==> src/rtl/ef_uart_pkg.sv <==
// Shared constants for the UART receive path: default FIFO geometry and
// the width of the character-timeout counter.
package ef_uart_pkg;
    localparam int EF_UART_FIFO_DW = 8;
    localparam int EF_UART_FIFO_AW = 4;
    localparam int EF_UART_TO_W    = 6;
endpackage

==> src/rtl/ef_uart_rx_timeout.sv <==
// Character-timeout tracker: counts idle bit periods while the RX FIFO holds
// data and flags when the idle time reaches the configured number of bits.
module ef_uart_rx_timeout
    import ef_uart_pkg::*;
(
    input  logic                    CLK,
    input  logic                    RESET,
    input  logic                    activity,
    input  logic                    empty,
    input  logic                    baud_tick,
    input  logic                    flush,
    input  logic [EF_UART_TO_W-1:0] timeout_bits,
    output logic                    timeout
);

    logic [EF_UART_TO_W-1:0] timer_q;
    logic [EF_UART_TO_W-1:0] timer_d;
    logic                    idle_clr;
    logic                    timeout_d;

    assign idle_clr = activity || flush || empty;

    // The compare looks at the next timer value so the flag rises on the
    // same edge that the count reaches timeout_bits.
    always_comb begin
        // NOTE: every variable gets a default first so no latch is inferred.
        timer_d = timer_q;
        if (idle_clr) begin
            timer_d = '0;
        end else if (baud_tick && (timer_q != '1)) begin
            timer_d = timer_q + 1'b1;
        end
        timeout_d = !idle_clr && (timeout_bits != '0) && (timer_d >= timeout_bits);
    end

    always_ff @(posedge CLK) begin
        // NOTE: sequential state uses non-blocking assignments only.
        if (RESET) begin
            timer_q <= '0;
            timeout <= 1'b0;
        end else begin
            timer_q <= timer_d;
            timeout <= timeout_d;
        end
    end

endmodule

==> src/rtl/ef_uart_rx_fifo.sv <==
// First-word-fall-through receive FIFO between the UART receiver and the bus
// wrapper, with level/threshold flags, sticky overrun and character timeout.
module ef_uart_rx_fifo
    import ef_uart_pkg::*;
#(
    parameter int DW = EF_UART_FIFO_DW,
    parameter int AW = EF_UART_FIFO_AW
) (
    input  logic                    CLK,
    input  logic                    RESET,
    input  logic                    wr,
    input  logic [DW-1:0]           wdata,
    input  logic                    rd,
    output logic [DW-1:0]           rdata,
    input  logic                    flush,
    input  logic [AW-1:0]           threshold,
    input  logic [EF_UART_TO_W-1:0] timeout_bits,
    input  logic                    baud_tick,
    input  logic                    overrun_clr,
    output logic [AW:0]             level,
    output logic                    empty,
    output logic                    full,
    output logic                    above_thr,
    output logic                    overrun,
    output logic                    timeout
);

    localparam logic [AW:0] DEPTH = (AW+1)'(2**AW);

    logic [DW-1:0] mem [2**AW];
    logic [AW-1:0] wr_ptr;
    logic [AW-1:0] rd_ptr;
    logic          wr_acc;
    logic          rd_acc;
    logic          wr_drop;

    assign empty     = (level == '0);
    assign full      = (level == DEPTH);
    assign above_thr = (level > {1'b0, threshold});
    assign rdata     = empty ? '0 : mem[rd_ptr];

    // A read frees a slot in the same cycle, so a full FIFO still accepts a
    // write paired with a read.
    assign wr_acc  = wr && (!full || rd);
    assign rd_acc  = rd && !empty;
    assign wr_drop = wr && full && !rd;

    // NOTE: the storage array has no reset; stale contents are never visible
    // because rdata is masked while empty and pointers restart at zero.
    always_ff @(posedge CLK) begin
        if (wr_acc && !flush) begin
            mem[wr_ptr] <= wdata;
        end
    end

    always_ff @(posedge CLK) begin
        if (RESET) begin
            wr_ptr <= '0;
            rd_ptr <= '0;
            level  <= '0;
        end else if (flush) begin
            wr_ptr <= '0;
            rd_ptr <= '0;
            level  <= '0;
        end else begin
            if (wr_acc) wr_ptr <= wr_ptr + 1'b1;
            if (rd_acc) rd_ptr <= rd_ptr + 1'b1;
            if (wr_acc && !rd_acc) begin
                level <= level + 1'b1;
            end else if (rd_acc && !wr_acc) begin
                level <= level - 1'b1;
            end
        end
    end

    // Overrun survives flush; a new drop wins over a simultaneous clear.
    always_ff @(posedge CLK) begin
        if (RESET) begin
            overrun <= 1'b0;
        end else if (wr_drop) begin
            overrun <= 1'b1;
        end else if (overrun_clr) begin
            overrun <= 1'b0;
        end
    end

    ef_uart_rx_timeout u_timeout (
        .CLK          (CLK),
        .RESET        (RESET),
        .activity     (wr_acc || rd_acc),
        .empty        (empty),
        .baud_tick    (baud_tick),
        .flush        (flush),
        .timeout_bits (timeout_bits),
        .timeout      (timeout)
    );

endmodule

==> config.mk <==
export PLATFORM = sky130hd
export DESIGN_NAME = ef_uart_rx_fifo
export DESIGN_NICKNAME = d
export VERILOG_FILES = /design/src/rtl/ef_uart_pkg.sv /design/src/rtl/ef_uart_rx_timeout.sv /design/src/rtl/ef_uart_rx_fifo.sv
export SDC_FILE = /design/constraint.sdc
export NUM_CORES = 1
export LEC_CHECK = 0
export ABC_CLOCK_PERIOD_IN_PS = 4600
export CAP_MARGIN = 0
export CORE_AREA = 2 2 136 105
export CTS_CLUSTER_SIZE = 30
export DETAILED_ROUTE_END_ITERATION = 10
export DIE_AREA = 0 0 138 107
export MAX_ROUTING_LAYER = met4
export PLACE_DENSITY = 0.68
export SLEW_MARGIN = 15
export SYNTH_ARGS = -nofsm -noshare
export SYNTH_HDL_FRONTEND = slang
export SYNTH_HIERARCHICAL = 1
export SYNTH_SLANG_ARGS = --single-unit
==> constraint.sdc <==
create_clock -name CLK -period 4.6 [get_ports CLK]
set_input_delay 0.69 -clock CLK [delete_from_list [all_inputs] [get_ports CLK]]
set_output_delay 0.69 -clock CLK [all_outputs]
set_load 0.02 [all_outputs]
==> flow_metrics.tcl <==
set metrics [dict create \
    ios 43 \
    rsz0062_at_grt "false" \
    grt_first_pass_wirelength_mm 20.0 \
    skew_ps 10.8 \
    tightest_slew_ps 978 \
    synth_area_per_cell_um2 16.2 \
    cp-start-kind "flip-flop" \
    critPathKind "flip-flop to primary output" \
    cts_setup_buffers 0 \
    slew_headroom_pct 34.5 \
    clock_latency_ps 410 \
    cts_tree "yes" \
    hpwlAfterDp_mm 8.40 \
    cp_slowest_cell "dfxtp_2" \
    clkSinkCount 153 \
    grtUsageTotal_pct 18.7 \
    cts_buffers 17 \
    synthCells 406 \
    worstPathRequired_ps 3910 \
    crit_chain "mux4_2, nor2b_1, a211oi_1, a211oi_1, clkdlybuf4s50_1" \
    hold_violations 0 \
    place_congestion 0.811 \
    dp_cells 609 \
    nets 501 \
    drtPass1Iterations 4 \
    first_iter_violations 286 \
    ir_drop_mv 0.296 \
    fp.coreArea_um2 13400 \
    max_stage_delay_ps 870 \
    drtAntennaViolNets 0 \
    yosys_warnings 6 \
    critPathArrivalTime_ps 3110 \
    worst-path-buf-inv 1 \
    syn2layout_area_growth_pct 17.2 \
    max-clock-path-buffers 2 \
    cts-hold-fix-buffers 0 \
    fp.dieH_um 107 \
    setup_viol 0 \
    synth_common_cells "edfxtp_1 (128), nor2_1 (40), mux4_2 (32)" \
    portBuffers 42 \
    route.detailed.drc 0 \
    fmax_mhz 263 \
    drive_gt1_share_pct 17.4 \
    path_delay_family "flip-flops" \
    antenna_cells 0 \
    wl_per_cell_um 19.8 \
    synth-edff-count 128 \
    p_per_area_nw_per_um2 431 \
    syn-num-nets 454 \
    fin_cells 640 \
    synthesis.area_um2 6560 \
    fin_crit_ps 3800 \
    crit_path_end_kind "primary output" \
    htree_levels 4 \
    synth_cell_types 49 \
    synth_top_cell_area_share_pct 58.6 \
    grt_max_degree 33 \
    overflow 0 \
    cpMostUsedCell "a211oi_1" \
    cp_max_fo 25 \
    p_leak_nw 2.50 \
    slew_viol_final 0 \
    die_w_um 138 \
    synth_ff_type "edfxtp_1" \
    path_depth 5 \
    synthArstFlopShare_pct 0 \
    drv_cap 0 \
    clkTransAtPathRegs_ps 60 \
    synth_area_leaders "edfxtp_1 (59%), mux4_2 (11%), dfxtp_1 (7.6%), ha_1 (4.2%), nor2_1 (2.3%)" \
    vias_per_cell 5.52 \
    status "finished, final reports clean" \
    r2r-end "u_timeout/timeout$_SDFF_PP0_" \
    vias 3533 \
    rows 37 \
    antenna_found_initial 0 \
    tns_ps 0 \
    yosysMostFrequentCell "edfxtp_1" \
    cts_resized 0 \
    die-area_um2 14800 \
    grt_pass1_vias 3636 \
    nFillCells 1031 \
    r2r_start "level[0]$_SDFFE_PP0P_" \
    ys_seq_elements 153 \
    reg2reg_setup_slack_ps 990 \
    drt-total-wl_mm 12.6 \
    finalCritPeriodShare_pct 82.6 \
    initial_core_util_pct 48.9 \
    clk_root_buffer_cell "clkbuf_16" \
    r2r_cells 11 \
    synth-seq-area-share_pct 66.2 \
    synth_area_leader_cell "edfxtp_1" \
    hold_class "flip-flop to flip-flop" \
    cp-endpoint "rdata[1]" \
]
[final cells by class]
class	instances	area, µm²	area share (%)
Sequential cell	153	4350	56.5
Multi-Input combinational cell	217	2050	26.6
Timing Repair Buffer	46	450	5.86
Clock buffer	17	425	5.53
Tap cell	175	219	2.85
Clock inverter	14	133	1.72
Inverter	18	70.1	0.911
[flip-flops by register name (all words and copies together) (netlist names), named ones only]
register           flops
u_timeout/timeout      1
level                  5
wr_ptr                 4
overrun                1
mem                  128
u_timeout/timer_q      6
rd_ptr                 4
[power by group]
part           switching (mW)  internal (mW)
registers              0.0190           1.52
clock network           0.528          0.788
logic                   0.262          0.200
[routing by layer]
metal / wire length [µm] / vias to the layer above / GRT usage (%) / share of wire (%)
met2: 6030 / 82 / 28.3 / 48
li1: - / 1659 / - / -
met3: 520 / 17 / 3.93 / 4.1
met5: 0 / - / - / 0
met4: 163 / 0 / 7.51 / 1.3
met1: 5940 / 1775 / 25.3 / 47
[metrics by stage]
stage / utilization (%) / setup slack (ps) / hold WS, ps / area [µm²] / total power [mW]
2_1_floorplan: - / 1200 / 459 / 6560 / 1.86
3_3_place_gp: 53.1 / 899 / 484 / 7130 / 2.02
3_5_place_dp: 53.1 / 768 / 492 / 7130 / 2.03
4_1_cts: 57.3 / 704 / 501 / 7690 / 3.34
5_1_grt: 57.3 / 583 / 532 / 7690 / 3.44
6_report: 57.3 / 798 / 494 / 7690 / 3.31
[cell usage in the layout (no fill, tap or decap), types with 4 or more instances in the layout]
cell type | Yosys | routed
edfxtp_1 | 128 | 128
clkdlybuf4s50_1 | 0 | 42
nor2_1 | 40 | 40
mux4_2 | 32 | 32
dfxtp_1 | 25 | 24
ha_1 | 22 | 22
inv_1 | 17 | 17
a211oi_1 | 17 | 17
clkbuf_16 | 0 | 17
mux2i_1 | 13 | 13
nand2_1 | 13 | 13
nor2b_1 | 10 | 10
a21oi_1 | 9 | 9
nand3_1 | 6 | 6
nor3_1 | 5 | 5
clkinv_2 | 0 | 5
or4_1 | 4 | 4
o21ai_0 | 4 | 4
xnor2_1 | 4 | 4
buf_4 | 2 | 4
[cell families (layout without fill, tap and decap cells)]
kind of cell               after synthesis  in the layout  synth area share (%)
DFF                                    153            153                  66.2
and+or+nand+nor                         98             98                  7.47
muxes                                   46             46                  13.1
AOI/OAI and AO/OA                       42             42                  4.92
buffers and inverters                   36             95                  2.59
adders and majority gates               23             23                  4.50
xor gates and xnor gates                 8              8                  1.18
[worst min-delay path: stages (launching register included)]
cell and delay (ps):
dfxtp_1 310, o211ai_1 70, nand2_1 60
[worst min path at each step]
| stage | from | endpoint | slack, ps | depth (start not counted) |
|---|---|---|---|---|
| 6_report | rd_ptr[3]$_SDFFE_PP0P_ | rd_ptr[3]$_SDFFE_PP0P_ | 490 | 2 |
| 2_1_floorplan | rd_ptr[3]$_SDFFE_PP0P_ | flip-flop | 460 | 2 |
| 5_1_grt | rd_ptr[3]$_SDFFE_PP0P_ | rd_ptr[3]$_SDFFE_PP0P_ | 530 | 2 |
| 3_5_place_dp | rd_ptr[3]$_SDFFE_PP0P_ | rd_ptr[3]$_SDFFE_PP0P_ | 490 | 2 |
| 3_3_place_gp | rd_ptr[3]$_SDFFE_PP0P_ | rd_ptr[3]$_SDFFE_PP0P_ | 480 | 2 |
| 4_1_cts | rd_ptr[3]$_SDFFE_PP0P_ | rd_ptr[3]$_SDFFE_PP0P_ | 500 | 2 |
No activity file was read; power rests on OpenSTA's default activity.
